`src/rtl/sw_alloc_wh_pkg.sv`:
```
`default_nettype none
// ============================================================================
// Module   : noc_pkg
// Purpose  : Shared NoC router constants. Holds the port count, the port index
//            width, the port index map and the switch-allocator FSM state
//            encoding. The router, the RCU and the switch allocator all use it.
// Revision : 1.0 - initial release
// ============================================================================
package noc_pkg;

   localparam int NPORT = 7;
   localparam int PW    = 3;

   // Port index map
   localparam logic [PW-1:0] P_E    = 3'd0;
   localparam logic [PW-1:0] P_W    = 3'd1;
   localparam logic [PW-1:0] P_N    = 3'd2;
   localparam logic [PW-1:0] P_S    = 3'd3;
   localparam logic [PW-1:0] P_PE   = 3'd4;
   localparam logic [PW-1:0] P_UP   = 3'd5;
   localparam logic [PW-1:0] P_DOWN = 3'd6;

   // Per-output allocator FSM encoding
   localparam logic [0:0] IDLE   = 1'b0;
   localparam logic [0:0] LOCKED = 1'b1;

endpackage
`default_nettype wire

```
`src/rtl/sw_alloc_wh_rr_arb.sv`:
```
`default_nettype none
// ============================================================================
// Module   : rr_arb
// Purpose  : N-way round-robin arbiter. The search starts at i_ptr and wraps
//            modulo N. The first requester found gets a one-hot grant, and its
//            index is driven on o_idx. Purely combinational.
// Revision : 1.0 - initial release
// ============================================================================
module rr_arb
   import noc_pkg::*;
#(
   parameter int N_REQ = NPORT,
   parameter int IDX_W = PW
) (
   input  logic [N_REQ-1:0] i_req,
   input  logic [IDX_W-1:0] i_ptr,
   output logic [N_REQ-1:0] o_gnt,
   output logic [IDX_W-1:0] o_idx,
   output logic             o_any
);

   // Rotating priority search: the first requester at or after i_ptr wins
   always_comb begin
      int               w_pos;
      logic [IDX_W-1:0] w_jdx;
      w_pos = 0;
      w_jdx = '0;
      o_gnt = '0;
      o_idx = '0;
      o_any = 1'b0;
      for (int k = 0; k < N_REQ; k++) begin
         w_pos = int'(i_ptr) + k;
         if (w_pos >= N_REQ) begin
            w_pos = w_pos - N_REQ;
         end
         w_jdx = IDX_W'(w_pos);
         if (!o_any && i_req[w_jdx]) begin
            o_any        = 1'b1;
            o_gnt[w_jdx] = 1'b1;
            o_idx        = w_jdx;
         end
      end
   end

endmodule
`default_nettype wire

```
`src/rtl/sw_alloc_wh.sv`:
```
`default_nettype none
// ============================================================================
// Module   : sw_alloc_wh
// Purpose  : Wormhole switch allocator. Each output has its own round-robin
//            arbiter and an IDLE/LOCKED FSM. The FSM holds the output for one
//            packet from its head flit to its tail flit. Grants are
//            zero-latency: rd_en, sel and out_vld are produced in the same
//            cycle as the request.
// Options  : `define SA_LOCK_WDOG_EN adds a per-output stall watchdog. The
//            watchdog forcibly releases a lock that has made no progress for
//            WDOG_CYC cycles.
// Revision : 1.0 - initial release
// ============================================================================
module sw_alloc_wh #(
   parameter int NPORT    = noc_pkg::NPORT,
   parameter int PW       = noc_pkg::PW,
   parameter int WDOG_CYC = 255
) (
   input  logic                clk,
   input  logic                rst,
   input  logic [NPORT-1:0]    req_vld,
   input  logic [NPORT*PW-1:0] req_port,
   input  logic [NPORT-1:0]    req_tail,
   input  logic [NPORT-1:0]    out_rdy,
   output logic [NPORT-1:0]    rd_en,
   output logic [NPORT*PW-1:0] sel,
   output logic [NPORT-1:0]    out_vld,
   output logic [NPORT-1:0]    lock,
   output logic [NPORT-1:0]    wdog_err
);
   import noc_pkg::*;

   // The stall counter is 8 bits wide, so the limit must fit in it
   if (WDOG_CYC < 1 || WDOG_CYC > 255) begin : g_bad_wdog_cyc
      $error("sw_alloc_wh: WDOG_CYC must be in 1..255");
   end

   // Next round-robin start position after index v, wrapping at NPORT
   function automatic logic [PW-1:0] f_inc(input logic [PW-1:0] v);
      if (int'(v) >= NPORT - 1) begin
         return '0;
      end
      return v + PW'(1);
   endfunction

   // Per-output input grants, flattened as output o -> bits [o*NPORT +: NPORT]
   logic [NPORT*NPORT-1:0] w_gnt_flat;

   for (genvar o = 0; o < NPORT; o++) begin : g_out
      logic [0:0]       r_state, w_state_nxt;
      logic [PW-1:0]    r_owner, w_owner_nxt;
      logic [PW-1:0]    r_ptr, w_ptr_nxt;
      logic [NPORT-1:0] w_elig, w_arb_gnt, w_gnt;
      logic [PW-1:0]    w_arb_idx, w_sel;
      logic             w_arb_any, w_xfer, w_tail, w_release;

      // Eligible inputs: routed here, not a U-turn. Index 7 never matches o.
      always_comb begin
         w_elig = '0;
         for (int i = 0; i < NPORT; i++) begin
            w_elig[i] = req_vld[i] && (req_port[i*PW +: PW] == PW'(o)) && (i != o);
         end
      end

      rr_arb #(
         .N_REQ (NPORT),
         .IDX_W (PW)
      ) u_arb (
         .i_req (w_elig),
         .i_ptr (r_ptr),
         .o_gnt (w_arb_gnt),
         .o_idx (w_arb_idx),
         .o_any (w_arb_any)
      );

      // Output decode: the IDLE winner or the LOCKED owner drives the mux
      always_comb begin
         w_xfer = 1'b0;
         w_tail = 1'b0;
         w_sel  = '0;
         w_gnt  = '0;
         if (r_state == IDLE) begin
            if (w_arb_any && out_rdy[o]) begin
               w_xfer = 1'b1;
               w_sel  = w_arb_idx;
               w_gnt  = w_arb_gnt;
               w_tail = req_tail[w_arb_idx];
            end
         end else begin
            w_sel = r_owner;
            if (req_vld[r_owner] && out_rdy[o]) begin
               w_xfer         = 1'b1;
               w_gnt[r_owner] = 1'b1;
               w_tail         = req_tail[r_owner];
            end
         end
      end

      // Next state: lock on a head flit, release on a tail flit or the watchdog
      always_comb begin
         w_state_nxt = r_state;
         w_owner_nxt = r_owner;
         w_ptr_nxt   = r_ptr;
         case (r_state)
            IDLE: begin
               if (w_xfer) begin
                  if (w_tail) begin
                     w_ptr_nxt = f_inc(w_arb_idx);
                  end else begin
                     w_state_nxt = LOCKED;
                     w_owner_nxt = w_arb_idx;
                  end
               end
            end
            default: begin
               if ((w_xfer && w_tail) || w_release) begin
                  w_state_nxt = IDLE;
                  w_ptr_nxt   = f_inc(r_owner);
               end
            end
         endcase
      end

      // State, owner and pointer registers
      always_ff @(posedge clk or negedge rst) begin
         if (!rst) begin
            r_state <= IDLE;
            r_owner <= '0;
            r_ptr   <= '0;
         end else begin
            r_state <= w_state_nxt;
            r_owner <= w_owner_nxt;
            r_ptr   <= w_ptr_nxt;
         end
      end

`ifdef SA_LOCK_WDOG_EN
      localparam logic [7:0] c_wdog_lim = 8'(WDOG_CYC - 1);
      logic [7:0] r_stall;
      logic       r_err;

      // The limit is reached on the WDOG_CYC-th consecutive stalled LOCKED cycle
      assign w_release = (r_state == LOCKED) && !w_xfer && (r_stall == c_wdog_lim);

      // Stall counter and a one-cycle error flag raised with the forced release
      always_ff @(posedge clk or negedge rst) begin
         if (!rst) begin
            r_stall <= '0;
            r_err   <= 1'b0;
         end else begin
            r_err <= w_release;
            if ((r_state == IDLE) || w_xfer || w_release) begin
               r_stall <= '0;
            end else begin
               r_stall <= r_stall + 8'd1;
            end
         end
      end

      assign wdog_err[o] = rst & r_err;
`else
      assign w_release   = 1'b0;
      assign wdog_err[o] = 1'b0;
`endif

      assign out_vld[o]                   = rst & w_xfer;
      assign lock[o]                      = rst & (r_state == LOCKED);
      assign sel[o*PW +: PW]              = rst ? w_sel : '0;
      assign w_gnt_flat[o*NPORT +: NPORT] = w_gnt;
   end

   // An input pops when the output it routes to grants it
   always_comb begin
      rd_en = '0;
      for (int o = 0; o < NPORT; o++) begin
         rd_en = rd_en | w_gnt_flat[o*NPORT +: NPORT];
      end
      if (!rst) begin
         rd_en = '0;
      end
   end

endmodule
`default_nettype wire

```
`config.mk`:
```
export PLATFORM = sky130hd
export DESIGN_NAME = sw_alloc_wh
export DESIGN_NICKNAME = d
export VERILOG_FILES = /design/src/rtl/sw_alloc_wh_pkg.sv /design/src/rtl/sw_alloc_wh_rr_arb.sv /design/src/rtl/sw_alloc_wh.sv
export SDC_FILE = /design/constraint.sdc
export NUM_CORES = 1
export LEC_CHECK = 0
export CAP_MARGIN = 20
export CORE_MARGIN = 5
export CORE_UTILIZATION = 30
export CTS_CLUSTER_SIZE = 8
export DETAILED_ROUTE_END_ITERATION = 16
export PLACE_DENSITY = 0.55
export SETUP_SLACK_MARGIN = 0.4
export SYNTH_ARGS = -nofsm -noshare
export SYNTH_HDL_FRONTEND = slang
export SYNTH_SLANG_ARGS = --single-unit
```
`constraint.sdc`:
```
create_clock -name clk -period 8.11 [get_ports clk]
set_input_delay 1.622 -clock clk [delete_from_list [all_inputs] [get_ports clk]]
set_output_delay 1.622 -clock clk [all_outputs]
set_load 0.05 [all_outputs]
```
# Word level (Yosys, flattened, before mapping)
# Index checks and enable logic that the tools add are counted.
[op_classes] n_reduce_logical=237 addsub=105 n_lt_le_gt_ge=182 n_mux=666 bitwise_logic=76 n_eq_ne=43
[ops] cell="$mux W3" n=175
[ops] cell="$mux W7" n=71
[ops] cell="$or A7 B7 Y7" n=48
[ops] cell="$mux W1" n=294
[ops] cell="$lt A3 B4 Y1 const B" n=63
[ops] cell="$bmux W1 S3" n=70
[ops] cell="$demux W1 S3" n=56
[ops] cell="$ge A3 B1 Y1 const B" n=56
[ops] cell="$ge A4 B3 Y1 const B" n=42
[ops] cell="$logic_and A1 B1 Y1" n=161
[ops] cell="$sub A3 B1 Y3 const B" n=42
[ops] cell="$add A3 B3 Y4 const B" n=21
[ops] cell="$ge A3 B3 Y1 const B" n=21
[ops] cell="$add A3 B2 Y4 const B" n=14
[ops] cell="$eq A3 B3 Y1 const B" n=18
[ops] cell="$add A3 B1 Y3 const B" n=14
[ops] cell="$logic_not A1 Y1" n=42
[ops] cell="$reduce_and A3 Y1" n=14
[ops] cell="$eq A3 B2 Y1 const B" n=12
[ops] cell="$add A3 B1 Y4 const B" n=7
[ops] cell="$reduce_bool A2 Y1" n=14
[ops] cell="$sub A3 B3 Y3 const B" n=7
[ops] cell="$eq A3 B1 Y1 const B" n=6
[ops] cell="$logic_not A3 Y1" n=6
[ops] cell="other kinds (3)" n=35
[word_totals] regBits=49

# Longest topological paths before layout
[depth] ltp_word=34 ltp_mapped=21

# Cells and area by module
# From an unflattened synthesis, not the netlist that was laid out.
[hier_totals] hier_cells=3104 hier_area_um2=22021.1
[by_module_without_submodules] module="rr_arb (g_out[2].u_arb ...)" instances=4 area_per_inst_um2=2351.0 seq_area_each_um2=0.0 cells_per_inst=342
[by_module_without_submodules] module="sw_alloc_wh" instances=1 area_per_inst_um2=5953.2 seq_area_each_um2=1226.2 cells_per_inst=757
[by_module_without_submodules] module="rr_arb (g_out[0].u_arb)" instances=1 area_per_inst_um2=2312.2 seq_area_each_um2=0.0 cells_per_inst=345
[by_module_without_submodules] module="rr_arb (g_out[1].u_arb)" instances=1 area_per_inst_um2=2282.2 seq_area_each_um2=0.0 cells_per_inst=324
[by_module_without_submodules] module="rr_arb (g_out[6].u_arb)" instances=1 area_per_inst_um2=2069.5 seq_area_each_um2=0.0 cells_per_inst=310

# Worst setup path before layout
# Ideal clock, no wire load.
[synth_timing] path_type="input -> output" startpoint="input req_port[16]" endpoint="output rd_en[2]" t_arrival_ns=5.172 n_path_buf=3 required_time_ns=6.488 path_stages=13 setup_slack_ns=1.316 cell_sequence="buf_4 and4bb_1 buf_6 and2_0 mux4_2 a21oi_4 nand4_4 or4_1 buf_2 or4_1 a31oi_1 nor4_1 a31oi_1"
[synth_between] elab_chain_len=33 elab_cells_between_ends=313 classes_between="eq/ne: 5; mux: 181; bitwise: 42; reduce/logical: 85"
[synth_rtl] item="start, declared" line_no="sw_alloc_wh.sv:22" source="input logic [NPORT*PW-1:0] req_port,"
[synth_rtl] item="$eq A3 B1 Y1 / $logic_not A3 Y1 (equally long branches)" line_no="sw_alloc_wh.sv:61" source="w_elig[i] = req_vld[i] && (req_port[i*PW +: PW] == PW'(o)) && (i != o);"
[synth_rtl] item="$logic_and A1 B1 Y1" line_no="sw_alloc_wh.sv:61"
[synth_rtl] item="$bmux W1 S3" line_no="sw_alloc_wh_rr_arb.sv:37" source="if (!o_any && i_req[w_jdx]) begin"
[synth_rtl] item="$mux W1 (implied by the code)" line_no="sw_alloc_wh_rr_arb.sv:37"
[synth_rtl] item="$mux W1" line_no="sw_alloc_wh_rr_arb.sv:37"
[synth_rtl] item="$logic_not A1 Y1" line_no="sw_alloc_wh_rr_arb.sv:37"
[synth_rtl] item="$logic_and A1 B1 Y1" line_no="sw_alloc_wh_rr_arb.sv:37"
[synth_rtl] item="$mux W1" line_no="sw_alloc_wh_rr_arb.sv:37"
[synth_rtl] item="(+13 left out)"
[synth_rtl] item="$logic_and A1 B1 Y1" line_no="sw_alloc_wh_rr_arb.sv:37"
[synth_rtl] item="$mux W1" line_no="sw_alloc_wh_rr_arb.sv:37"
[synth_rtl] item="$logic_and A1 B1 Y1" line_no="sw_alloc_wh.sv:83" source="if (w_arb_any && out_rdy[o]) begin"
[synth_rtl] item="$mux W7" line_no="sw_alloc_wh.sv:83"
[synth_rtl] item="$mux W7" line_no="sw_alloc_wh.sv:82" source="if (r_state == IDLE) begin"
[synth_rtl] item="$or A7 B7 Y7 (5 in series)" line_no="sw_alloc_wh.sv:176" source="rd_en = rd_en | w_gnt_flat[o*NPORT +: NPORT];"
[synth_rtl] item="$or A7 B7 Y7 (*)" line_no="sw_alloc_wh.sv:176"
[synth_rtl] item="$mux W7 (*)" line_no="sw_alloc_wh.sv:178" source="if (!rst) begin"
[synth_rtl] item="end, declared" line_no="sw_alloc_wh.sv:25" source="output logic [NPORT-1:0] rd_en,"
# Every way passes the cells marked *; elsewhere a longest branch is shown, timed or not. The select of a mux whose other input is x is not followed.

# Worst setup path in the final report
[layout_timing] startpoint="input req_port[6]" endpoint="output rd_en[2]"
# Same word-level chain as after synthesis.

==> flow_summary.yaml <==
layout:
  final_cell_area_um2: 21380
  final_net_count: 2870
  final_core_utilization: 0.3377
  num-fill-cells: 6884
  layout.cells.most_common_list: "nand2_1 (241), nor2_1 (236), o21ai_0 (147)"
  layout-drive-gt1-share: 0.1240
  antenna_cells: 0
  area_growth_syn_to_layout_pct: 11.28
  layout.cells.most_common: "nand2_1"
clock_network:
  htree_levels: 2
  clock_sink_count: 49
  clkTransAtPathRegs_ps: 70
  postCtsHoldBufs: 0
  clk_latency_ps: 320
  clk_root_buffer_cell: "clkbuf_16"
  tritoncts: "yes"
  clk_path_buf_depth: 2
  tritoncts.num_buffers: 5
logic_synthesis:
  flip_flop_and_latch_count_after_synthesis: 49
  synth_sequential_area_ratio: 0.06381
  postSynthCellCount: 2702
  synth_top_flop_cell: "dfrtp_1"
  synth_compound_gate_area_share: 0.3327
  avgSynthCellArea_um2: 7.111
  synth.mux.area_fraction: 0.1162
  synthSimpleGateAreaFrac: 0.3213
  synth-adder-area-share: 0.06915
  ys.warnings.count: 0
  synth_async_sr_flop_share: 1.000
  synth_edf_count: 0
  synth.distinct_cells: 142
  post_synth_xor_area_fraction: 0.03262
  combinational_family_with_the_most_area_after_synthesis: "compound AO/OA/AOI/OAI gates"
  netlist_area_um2: 19210
timing:
  timing.final.max_slew_violations: 0
  finalSetupTns_ps: 0
  report.final.setup_viol: 0
  max_slew_margin: 0.3380
  min_period_ps: 7645
  final.period_utilization: 0.9426
  fin_worst_hold_slack_ps: 620.3
  worst_pin_slew_ps: 965.4
  setup_repair_after_global_routing_missed_its_margin: "no"
  timing.final.hold_violations: 0
  clock-skew-final_ps: 16.86
  fmaxAchievable_ghz: 0.1308
worst_hold_path:
  kind_of_path_behind_the_tightest_hold_check: "flip-flop to flip-flop"
  timing.hold.worst_endpoint: "g_out[6].r_ptr[0]"
  worst_hold_path.num_cells: 1
  hp-start: "g_out[6].r_ptr[0]"
routing:
  avgRoutedWirePerCell_um: 22.53
  route.antenna.remaining_nets: 0
  drt_iter0_markers: 2836
  post_dr_vias_cell: 6.276
  route.vias.total: 22411
  drt-pass1-iter-count: 6
  postRouteWirelength_mm: 80.46
  drt_drc_violations_left: 0
flow_run:
  cap_violations: 0
setup_path:
  worst_path_largest_cell_delay_ps: 800
  startpoint_of_the_worst_slack_reg_to_reg_timing_path: "g_out[1].r_ptr[1]"
  path_class: "input port to primary output"
  worst_path_most_repeated_cell: "or2_2"
  setup.worst_path.start_class: "input port"
  worst_ep_required_time_ps: 6490
  path_max_fanout: 11
  crit_path_cell_chain: "clkdlybuf4s50_1 > nand4b_1 > mux4_2 > nor2_1 > or2_2 > or2_2 > o41a_1 > nor2b_1 > o31a_1 > nor4_2 > a31oi_2 > buf_12"
  worst-r2r-setup-slack_ps: 2470
  cpMaxStageDelayCell: "clkdlybuf4s50_1"
  worstRegToRegCells: 17
  worst_reg2reg_path_endpoint: "g_out[1].r_ptr[0]"
  end_kind: "primary output"
  arrival_ps: 6020
floorplanning:
  fp.coreArea_um2: 63310
  chipWidth_um: 263.1
  die_area_um2: 69210
  start_util: 0.3035
  floorplan.rows: 92
  die_h_um: 263.1
  number_of_top_level_design_ports: 93
global_routing:
  groute.usage.overall: 0.2162
  grt_start_max_net_pins: 32
  wire_length_of_the_first_global_routing_pass_mm: 122.3
  overflow: 0
  antenna_found_initial: 3
  grt_pass1_vias: 20138
place:
  half_perimeter_wire_length_after_detailed_placement_mm: 64.19
  placedInstanceArea_um2: 21160
  globalplace.congestion: 0.9973
  placement.io_buffers: 85
run_status:
  result_of_the_run: "finished, final reports clean"
[worst max path at each step]
stage	startpoint	to	slack (ps)	depth (start not counted)
2_1_floorplan	req_port[16]	rd_en[2]	1320	13
3_3_place_gp	req_port[16]	rd_en[0]	540	13
3_5_place_dp	req_port[16]	rd_en[0]	510	13
4_1_cts	req_port[16]	rd_en[0]	480	13
5_1_grt	req_port[6]	rd_en[1]	380	13
6_report	req_port[6]	rd_en[2]	470	12
[repair_timing]
action                     in CTS  in global routing
gates resized for setup         0                 12
setup buffers                   0                  3
hold endpoints to repair        0                  0
setup endpoints to repair       0                  8
[synth_stat cells (19+ instances only)]
library cell  number  share of area
o21ai_0          147          0.038
xnor2_1           47          0.021
clkbuf_1         111          0.022
or2_2             24         0.0078
nand2b_1          66          0.021
inv_1             92          0.018
or3_1             28         0.0091
mux2i_1          129          0.067
nor2b_1           38          0.012
nand4_1           24         0.0078
nor3_1           116          0.030
a31oi_1           56          0.018
a21oi_1          145          0.038
nor4_1            36          0.012
o22ai_1           41          0.013
nand3_1          102          0.027
xor2_1            19         0.0087
nand2_1          241          0.047
o21a_1            23         0.0090
a211oi_1          24         0.0094
a22oi_1           28          0.011
dfrtp_1           49          0.064
mux2_2            41          0.024
a21o_1            35          0.014
and2_1            32          0.010
o31ai_1           28          0.011
o221ai_1          23          0.010
o211ai_1          31          0.012
a221oi_1          20         0.0091
buf_2             37         0.0096
nor2_1           236          0.046
a32oi_1           20         0.0091
ha_1              95          0.062
[metrics by stage]
step	cells	worst slack [ps]
after floorplan	2708	1316
after global placement	3560	543.2
after detailed placement	3560	505.4
after CTS	3568	484.7
after global routing	3571	381.8
final	3571	465.5
[per-layer routing]
layer  vias up  wire length [um]  GRT usage
met5         -                30          0
met4         4              3549    0.07535
met3       192              7499    0.04202
met2      1191             34130     0.3282
met1     10551             35250     0.3058
li1      10473                 -          -
[worst max-delay path: cells and delay by family]
| kind | cells | cell delay [ps] |
|---|---|---|
| mux | 1 | 580 |
| buf+inv | 2 | 1000 |
| compound gates | 3 | 1010 |
| simple gates | 6 | 1800 |
[kinds of logic (layout without fill, tap and decap cells)]
kind of cell,Yosys count,in the layout
other,1,7
xor gates and xnor gates,69,69
and+or+nand+nor,1130,1130
buffers and inverters,281,298
muxes,197,197
AOI/OAI and AO/OA,873,873
DFF,49,49
adders and majority gates,102,102
[cell type report]
class                   count  area (um^2)  share of cell area
clock inverters             2        13.76           0.0006437
clock buffers               6        128.9            0.006027
well taps                 846         1059             0.04950
repair buffers            190         1737             0.08122
flip-flops and latches     49         1226             0.05734
multi-input cells        2378        16840              0.7877
inverters                 100        375.4             0.01755
Power is not shown: default switching activity piles up to over one toggle a cycle in this logic, so the estimate is an artifact.
